===== src/rtl/sdram_arb_pkg.sv =====
// sdram_arb_pkg: shared types for the SDRAM command arbiter.
//   - command codes presented on sys_cmd
//   - arbiter FSM states and transaction owners
//   - beat counter width
//   - vid_addr(): video fetch pointer to 18-bit word address
package sdram_arb_pkg;

  localparam int CNT_W = 8;

  typedef enum logic [1:0] {
    CMD_NOP = 2'b00,
    CMD_WR  = 2'b01,   // write 256 B
    CMD_RDV = 2'b10,   // read 32 B (video)
    CMD_RDL = 2'b11    // read 256 B (cache line)
  } cmd_e;

  typedef enum logic [1:0] {
    IDLE = 2'd0,
    REQ  = 2'd1,
    XFER = 2'd2
  } state_e;

  typedef enum logic [1:0] {
    OWN_VID = 2'd0,
    OWN_WR  = 2'd1,
    OWN_RD  = 2'd2
  } owner_e;

  // Upper pointer bits are inverted so the frame is fetched downward from
  // the base in 8-word units; the 15-bit sum wraps naturally.
  function automatic logic [17:0] vid_addr(input logic [14:0] base,
                                           input logic [11:0] ptr);
    logic [14:0] s;
    s = base + {3'b000, ~ptr[11:2], ptr[1:0]};
    return {s, 3'b000};
  endfunction

endpackage


===== src/rtl/vid_pack.sv =====
// vid_pack: packs pairs of 16-bit video read beats into 32-bit queue words.
// Ports:
//   clk, rst      clock, async active-low reset
//   beat_i        owner-qualified video read beat
//   clear_i       restart pairing (new video grant)
//   din_i[15:0]   beat data
//   vq_data_o     registered {odd beat, even beat}
//   vq_wren_o     one-cycle write strobe, cycle after the odd beat
module vid_pack (
  input  logic        clk,
  input  logic        rst,
  input  logic        beat_i,
  input  logic        clear_i,
  input  logic [15:0] din_i,
  output logic [31:0] vq_data_o,
  output logic        vq_wren_o
);

  logic        phase_q;
  logic [15:0] low_q;

  always_ff @(posedge clk or negedge rst) begin
    if (!rst) begin
      phase_q   <= 1'b0;
      low_q     <= '0;
      vq_data_o <= '0;
      vq_wren_o <= 1'b0;
    end else begin
      vq_wren_o <= 1'b0;
      if (clear_i) begin
        phase_q <= 1'b0;
      end else if (beat_i) begin
        phase_q <= ~phase_q;
        if (!phase_q) begin
          low_q <= din_i;
        end else begin
          vq_data_o <= {din_i, low_q};
          vq_wren_o <= 1'b1;
        end
      end
    end
  end

endmodule


===== src/rtl/sdram_cmd_arbiter.sv =====
// sdram_cmd_arbiter: shares the single SDRAM command port between video
// refill, cache write-back and cache line fill, and steers beats.
// Ports:
//   clk, rst                  SDRAM clock, async active-low reset
//   vid_req/wr_req/rd_req     requests (priority video > write-back > fill)
//   wr_line/rd_line           cache line addresses
//   sys_cmd/sys_addr          registered command and word address
//   sys_cmd_ack               controller acknowledge code
//   sys_rd/wr_data_valid      beat handshakes, sys_dout read data
//   cache_write_data          fill beat strobe (combinational)
//   cache_read_data           write-back beat strobe (combinational)
//   vq_data/vq_wren           packed video words
//   vidadr                    video fetch pointer
//   busy, proto_err           transaction in flight, sticky protocol error
//   vsync                     frame sync, only with VID_RESYNC_EN defined
// Optional feature macro: VID_RESYNC_EN (vsync rising edge resets vidadr
// at the next IDLE cycle, ahead of arbitration).
module sdram_cmd_arbiter
  import sdram_arb_pkg::*;
#(
  parameter logic [14:0] VID_BASE   = 15'h6FF8,
  parameter int          VID_LAST   = 3071,
  parameter int          VID_BEATS  = 16,
  parameter int          LINE_BEATS = 128
) (
  input  logic        clk,
  input  logic        rst,
  input  logic        vid_req,
  input  logic        wr_req,
  input  logic        rd_req,
  input  logic [11:0] wr_line,
  input  logic [11:0] rd_line,
  output logic [1:0]  sys_cmd,
  output logic [17:0] sys_addr,
  input  logic [1:0]  sys_cmd_ack,
  input  logic        sys_rd_data_valid,
  input  logic        sys_wr_data_valid,
  input  logic [15:0] sys_dout,
  output logic        cache_write_data,
  output logic        cache_read_data,
  output logic [31:0] vq_data,
  output logic        vq_wren,
  output logic [11:0] vidadr,
`ifdef VID_RESYNC_EN
  input  logic        vsync,
`endif
  output logic        busy,
  output logic        proto_err
);

  state_e           state_q, state_d;
  owner_e           owner_q, owner_d;
  logic [1:0]       cmd_q, cmd_d;
  logic [17:0]      addr_q, addr_d;
  logic [11:0]      vptr_q, vptr_d, vptr_eff;
  logic [CNT_W-1:0] cnt_q, cnt_d;
  logic             perr_q, perr_d;
  logic             vid_clr, resync;
  logic             in_xfer, rd_beat, wr_beat, any_valid;

`ifdef VID_RESYNC_EN
  logic vsync_q, pend_q;
  // Pending resync survives any transaction and fires on the next IDLE.
  always_ff @(posedge clk or negedge rst) begin
    if (!rst) begin
      vsync_q <= 1'b0;
      pend_q  <= 1'b0;
    end else begin
      vsync_q <= vsync;
      pend_q  <= (vsync & ~vsync_q) | (pend_q & (state_q != IDLE));
    end
  end
  assign resync = pend_q & (state_q == IDLE);
`else
  assign resync = 1'b0;
`endif

  // Pointer as seen by this cycle's arbitration.
  assign vptr_eff = resync ? 12'd0 : vptr_q;

  assign in_xfer   = (state_q == XFER);
  assign rd_beat   = in_xfer & (owner_q != OWN_WR) & sys_rd_data_valid;
  assign wr_beat   = in_xfer & (owner_q == OWN_WR) & sys_wr_data_valid;
  assign any_valid = sys_rd_data_valid | sys_wr_data_valid;

  assign cache_write_data = rd_beat & (owner_q == OWN_RD);
  assign cache_read_data  = wr_beat;

  always_comb begin
    state_d = state_q;
    owner_d = owner_q;
    cmd_d   = cmd_q;
    addr_d  = addr_q;
    vptr_d  = vptr_eff;
    cnt_d   = cnt_q;
    perr_d  = perr_q;
    vid_clr = 1'b0;
    unique case (state_q)
      IDLE: begin
        if (any_valid || sys_cmd_ack != CMD_NOP) perr_d = 1'b1;
        if (vid_req) begin
          owner_d = OWN_VID;
          cmd_d   = CMD_RDV;
          addr_d  = vid_addr(VID_BASE, vptr_eff);
          vid_clr = 1'b1;
          state_d = REQ;
        end else if (wr_req) begin
          owner_d = OWN_WR;
          cmd_d   = CMD_WR;
          addr_d  = {wr_line, 6'b0};
          state_d = REQ;
        end else if (rd_req) begin
          owner_d = OWN_RD;
          cmd_d   = CMD_RDL;
          addr_d  = {rd_line, 6'b0};
          state_d = REQ;
        end
      end
      REQ: begin
        if (any_valid) perr_d = 1'b1;
        if (sys_cmd_ack == cmd_q) begin
          cmd_d   = CMD_NOP;
          state_d = XFER;
          if (owner_q == OWN_VID) begin
            cnt_d  = CNT_W'(VID_BEATS);
            vptr_d = (vptr_q == 12'(VID_LAST)) ? 12'd0 : vptr_q + 12'd1;
          end else begin
            cnt_d  = CNT_W'(LINE_BEATS);
          end
        end else if (sys_cmd_ack != CMD_NOP) begin
          perr_d = 1'b1;
        end
      end
      XFER: begin
        if (rd_beat || wr_beat) begin
          cnt_d = cnt_q - CNT_W'(1);
          if (cnt_q == CNT_W'(1)) state_d = IDLE;
        end
      end
      default: state_d = IDLE;
    endcase
  end

  always_ff @(posedge clk or negedge rst) begin
    if (!rst) begin
      state_q <= IDLE;
      owner_q <= OWN_VID;
      cmd_q   <= CMD_NOP;
      addr_q  <= '0;
      vptr_q  <= '0;
      cnt_q   <= '0;
      perr_q  <= 1'b0;
    end else begin
      state_q <= state_d;
      owner_q <= owner_d;
      cmd_q   <= cmd_d;
      addr_q  <= addr_d;
      vptr_q  <= vptr_d;
      cnt_q   <= cnt_d;
      perr_q  <= perr_d;
    end
  end

  vid_pack u_vid_pack (
    .clk       (clk),
    .rst       (rst),
    .beat_i    (rd_beat & (owner_q == OWN_VID)),
    .clear_i   (vid_clr),
    .din_i     (sys_dout),
    .vq_data_o (vq_data),
    .vq_wren_o (vq_wren)
  );

  assign sys_cmd   = cmd_q;
  assign sys_addr  = addr_q;
  assign vidadr    = vptr_eff;
  assign busy      = (state_q != IDLE);
  assign proto_err = perr_q;

endmodule

===== config.mk =====
export PLATFORM = sky130hd
export DESIGN_NAME = sdram_cmd_arbiter
export DESIGN_NICKNAME = d
export VERILOG_FILES = /design/src/rtl/sdram_arb_pkg.sv /design/src/rtl/vid_pack.sv /design/src/rtl/sdram_cmd_arbiter.sv
export SDC_FILE = /design/constraint.sdc
export NUM_CORES = 1
export LEC_CHECK = 0
export CAP_MARGIN = 20
export CORE_MARGIN = 2
export CORE_UTILIZATION = 45
export CTS_CLUSTER_SIZE = 12
export DETAILED_ROUTE_END_ITERATION = 12
export PLACE_DENSITY = 0.81
export SYNTH_ARGS = -nofsm -noshare
export SYNTH_HDL_FRONTEND = slang
export SYNTH_SLANG_ARGS = --single-unit

===== constraint.sdc =====
create_clock -name clk -period 2.1 [get_ports clk]
set_input_delay 0.315 -clock clk [delete_from_list [all_inputs] [get_ports clk]]
set_output_delay 0.315 -clock clk [all_outputs]
set_load 0.03 [all_outputs]

After elaboration in Yosys (flattened, before gate mapping):

Cells that the tools add are included.

* register bits after elaboration: 95
* input bits: 49
* output and inout port bits: 69

* add/subtract/negate cells: 3
* eq/ne operators: 13
* mux-type cells: 35
* bitwise logic cells: 10
* reduce and logical (&&, ||, !) cells: 18

Operator list (count)
* 18-bit 2-to-1 mux: 3
* 2-bit 2-to-1 mux: 13
* 8-bit 2-to-1 mux: 3
* 8-bit one-hot mux with 2 select lines: 1
* 14-bit by 13-bit adder with 15-bit output (first input constant): 1
* 3-bit AND reduction: 5
* 12-bit by 1-bit adder with 12-bit output (second input constant): 1
* 12-bit equality test (second input constant): 1
* 12-bit 2-to-1 mux: 1
* 1-bit 2-to-1 mux: 11
* 10-bit NOT: 1
* 2-bit nonzero test: 5
* 8-bit by 1-bit equality test with 1-bit output (second input constant): 1
* 8-bit by 1-bit subtractor with 8-bit output (second input constant): 1
* 1-bit AND: 6
* 2-bit by 1-bit inequality test with 1-bit output (second input constant): 3
* 2-bit one-hot mux with 3 select lines: 1
* 2-bit by 1-bit equality test with 1-bit output (second input constant): 2
* 2-bit equality test (second input constant): 2
* 2-bit logical NOT: 2
* 2-bit inequality test (second input constant): 2
* 4-bit inequality test (second input constant): 1
* 2-bit one-hot mux with 2 select lines: 1
* 2-bit AND reduction: 2
* 7 further kinds: 9

Longest topological paths before layout:

* depth in word-level cells: 6
* depth in mapped cells: 7

Modules after synthesis:

A second synthesis with hierarchy kept.

* cells, all modules: 366
* area total of the unflattened synthesis: 4282.9 µm²

By module, submodules not included
* sdram_cmd_arbiter: instances 1, cells each 259, area an instance 2403.6 µm², sequential area each 1051.0 µm²
* vid_pack: instances 1, cells each 107, area an instance 1879.3 µm², sequential area each 1251.2 µm²

Worst setup path before layout:

Ideal clock, no wire load.

* kind: reg-to-reg
* from: reg vptr_q[5], in the netlist vidadr[5]
* to: reg vptr_q[7], in the netlist vidadr[7]
* library setup time: 140 ps
* arrival: 1965 ps
* setup slack: -5 ps
* cell stages (with the launch flop): 7
* path buffers: 1
* path through: dfrtp_1 -> buf_4 -> nand3_4 -> or3_4 -> or4_4 -> a31oi_1 -> o31ai_1

* longest elaborated chain between the ends: 2
* elaborated cells on any way between the ends: 3

Ends and longest elaborated chain
* from (decl): line sdram_cmd_arbiter.sv:55 `logic [11:0] vptr_q, vptr_d, vptr_eff;`
* from (signal assigned): line sdram_cmd_arbiter.sv:158 `vptr_q <= vptr_d;`
* 12-bit by 1-bit adder with 12-bit output or 12-bit equality test (tied branches): line sdram_cmd_arbiter.sv:126 `vptr_d = (vptr_q == 12'(VID_LAST)) ? 12'd0 : vptr_q + 12'd1;`
* 12-bit 2-to-1 mux *: line sdram_cmd_arbiter.sv:126

Mark *: on every way between the ends. The rest lies on a longest branch, timed or not.
A chain may end at the register's enable or synchronous reset.

Worst setup path after layout:

* from: reg state_q[0]
* to: out cache_write_data

* longest elaborated chain between the ends: 4

Ends and longest elaborated chain
* from (decl): line sdram_cmd_arbiter.sv:51 `state_e state_q, state_d;`
* from (signal assigned): line sdram_cmd_arbiter.sv:154 `state_q <= state_d;`
* 2-bit equality test: line sdram_cmd_arbiter.sv:81 `assign in_xfer = (state_q == XFER);`
* 1-bit AND (2 in a row): line sdram_cmd_arbiter.sv:82 `assign rd_beat = in_xfer & (owner_q != OWN_WR) & sys_rd_data_valid;`
* 1-bit AND: line sdram_cmd_arbiter.sv:86 `assign cache_write_data = rd_beat & (owner_q == OWN_RD);`
* to (decl): line sdram_cmd_arbiter.sv:39 `output logic cache_write_data,`

Every way passes these cells.

==> results.py <==
metrics = {
    "run_status": {
        "status": "completed",
    },
    "logic_synthesis": {
        "synth_top_cell_area_share_pct": 54.3,
        "postSynth.topFlopCell": "dfrtp_1",
        "synthTopCellsByCount": "dfrtp_1, mux2_2, nand2_1, o21ai_0, nor2_1",
        "async_flop_share_pct": 100,
        "yosysMostFrequentCell": "dfrtp_1",
        "ys_types": 41,
        "yosysWarnings": 0,
        "syn_area_sq_um": 4240,
        "syn_inst": 383,
        "synth-seq-area-share_pct": 54.3,
        "ys_ff_latch": 92,
        "synth_area_leaders": "dfrtp_1, mux2_2, nand2_1",
        "syn_avg_cell_area_sq_um": 11.1,
        "synth_top_cell_by_area": "dfrtp_1",
        "synth-edff-count": 0,
    },
    "cts": {
        "clock_path_buffers": 2,
        "path_clk_slew_ns": 0.09,
        "numCtsBuffers": 9,
        "post_cts_buffers": 0,
        "cts.sinks": 92,
        "root_buffer": "clkbuf_8",
        "clkLatencyLatePin_ns": 0.36,
        "cts_max_level": 3,
        "cts_tree": "yes",
    },
    "grt": {
        "grt_pass1_wl_microns": 15900,
        "track_usage_pct": 19.9,
        "first_global_vias": 3206,
        "grt_antenna_before_repair": 0,
        "overflow": 0,
        "grt_max_degree": 50,
    },
    "critical_path": {
        "cp_num_buf_inv": 1,
        "critPathKind": "flop to primary output",
        "max_stage_delay_ns": 0.44,
        "critPathTopFamily": "simple AND/OR/NAND/NOR gates",
        "cp-start-kind": "flop",
        "crit_fanout": 9,
        "cp_cell_sequence": "nand2b_1 -> nor3_1 -> buf_12",
        "endpoint_kind": "primary output",
        "cp_data_required_time_ns": 1.78,
        "arrival_ns": 1.69,
        "crit_slowest_cell": "dfrtp_1",
    },
    "timing": {
        "period_share_pct": 95.5,
        "fin_crit_ns": 2.01,
        "maxSlewHeadroom_pct": 60.7,
        "grt_setup_unrepaired": "no",
        "fin_skew_ns": 0.0103,
        "tns_ns": 0,
        "hold_slack_ns": 0.470,
        "finalSetupViolations": 0,
        "hold_violations": 0,
        "worstMarginPinSlew_ns": 0.583,
        "clock.fmax_mhz": 499,
        "finalMaxSlewViolations": 0,
    },
    "cells_and_area": {
        "fin_util_pct": 63.8,
        "final_nets": 561,
        "stdcell_area_sq_um": 5870,
        "diodes": 0,
        "drive_gt1_share_pct": 18.8,
        "syn_to_final_growth_pct": 38.5,
    },
    "floorplanning": {
        "io_pins": 118,
        "die_x_microns": 101,
        "rows": 35,
        "core_sq_um": 9200,
        "initial_utilization_pct": 46.1,
        "fp.dieH_microns": 101,
        "die_area_sq_um": 10200,
    },
    "drt": {
        "route.detailed.drc": 0,
        "via_per_inst": 5.38,
        "via_count": 3352,
        "firstDrtPassIters": 4,
        "routed_wl_microns": 9890,
        "routedWlPerCell_microns": 15.9,
        "route.antenna.remaining_nets": 0,
        "drt_iter0_drc": 108,
    },
    "power": {
        "switchingPower_mw": 2.87,
        "p_per_area_nw_per_um2": 1250,
        "p_leak_nw": 2.60,
        "p_clk_share_pct": 17.3,
        "p_comb_share_pct": 44.3,
        "finalPower_mw": 7.33,
        "p_int_mw": 4.47,
        "vdd.ir_drop.worst_mv": 0.678,
        "switching_share_pct": 39.1,
        "pwr-share-seq_pct": 38.4,
    },
    "placement": {
        "port_buffers": 114,
        "dp_hpwl_microns": 7350,
        "dpl_cell_area_sq_um": 5640,
        "place.gp.congestion": 0.895,
    },
    "worst_hold_path": {
        "hold_class": "flop to flop",
    },
    "job": {
        "maxCapViolCount": 0,
    },
}
==> cells by family (layout without fill, tap and decap cells) <==
logic type               count (synthesis)  in the layout  share of synthesized area (%)
other                                    1              3                         0.0885
AND/OR/NAND/NOR                        122            122                           14.5
flip-flops                              92             92                           54.3
buffers and inverters                   30            157                           3.07
AO/OA/AOI/OAI                           58             58                           7.82
multiplexers                            59             59                           15.4
XOR/XNOR                                16             16                           3.31
adder cells (fa/ha/maj)                  5              5                           1.48
==> routing by layer <==
layer | vias to the layer above | share of wire, % | GRT usage, % | routed length, microns
li1 | 1590 | - | - | -
met1 | 1622 | 45 | 27.7 | 4430
met2 | 129 | 49 | 31.8 | 4800
met3 | 11 | 5.3 | 2.98 | 524
met4 | 0 | 1.4 | 7.07 | 136
met5 | - | 0 | 0 | 0
==> flip-flops by register name (all words and copies together) (netlist names) <==
signal                count
cnt_q                     8
u_vid_pack.low_q         16
owner_q                   2
u_vid_pack.vq_data_o     32
proto_err                 1
sys_addr                 15
vidadr                   12
state_q                   2
sys_cmd                   2
u_vid_pack.vq_wren_o      1
u_vid_pack.phase_q        1
==> worst paths after layout <==
check / start / end / slack (ns) / cells past startpoint
setup / recovery: state_q[0]$_DFFE_PN0P_ / cache_write_data / 0.09 / 3
hold / removal: proto_err$_DFFE_PN0P_ / proto_err$_DFFE_PN0P_ / 0.47 / 1
setup reg to reg: vidadr[5]$_DFFE_PN0P_ / vidadr[7]$_DFFE_PN0P_ / 0.14 / 5
hold reg to reg: proto_err$_DFFE_PN0P_ / proto_err$_DFFE_PN0P_ / 0.47 / 1
max in group asynchronous: rst / u_vid_pack.low_q[4]$_DFFE_PN0P_ / 0.92 / 3
min in group asynchronous: rst / sys_addr[16]$_DFFE_PN0P_ / 0.52 / 2
==> area by class of cell <==
cell class	instances	area, sq um
Timing Repair Buffer	132	1350
Clock buffer	10	138
Sequential cell	92	2300
Multi-Input combinational cell	263	1830
Tap cell	111	139
Fill cell	717	3330
Inverter	9	33.8
Clock inverter	6	76.3
==> power by group through the flow <==
stage | registers, mW | clock network, mW | logic (mW)
6_report | 2.82 | 1.27 | 3.25
5_1_grt | 2.91 | 1.38 | 3.50
4_1_cts | 2.82 | 1.30 | 3.27
3_5_place_dp | 2.86 | 0 | 3.26
3_3_place_gp | 2.81 | 0 | 3.17
2_1_floorplan | 3.56 | 0 | 1.11
==> layout by cell type (no fill, tap or decap), types with 6 or more instances in the layout <==
cell type / instances
nand3_1: 13
mux2_2: 50
a21oi_1: 15
dfrtp_1: 90
inv_1: 9
nor2_1: 21
xnor2_1: 12
nor3_1: 13
nand2_1: 39
clkdlybuf4s50_1: 111
buf_12: 6
o21ai_0: 25
buf_4: 14
mux2i_1: 9
nand2b_1: 6
nor2b_1: 7
clkbuf_8: 10
==> stage by stage <==
stage	instances	setup WS, ns
2_1_floorplan	385	0.0134
3_3_place_gp	606	0.149
3_5_place_dp	606	0.0755
4_1_cts	623	0.0407
5_1_grt	623	0.0216
6_report	623	0.0950
==> what timing repair did <==
item                                    4_1_cts  5_1_grt
endpoints found under the setup margin        0        2
hold endpoints to repair                     43        0
hold buffers                                  1        0
resized for setup                             0        2
No activity file was read; power rests on OpenSTA's default activity.
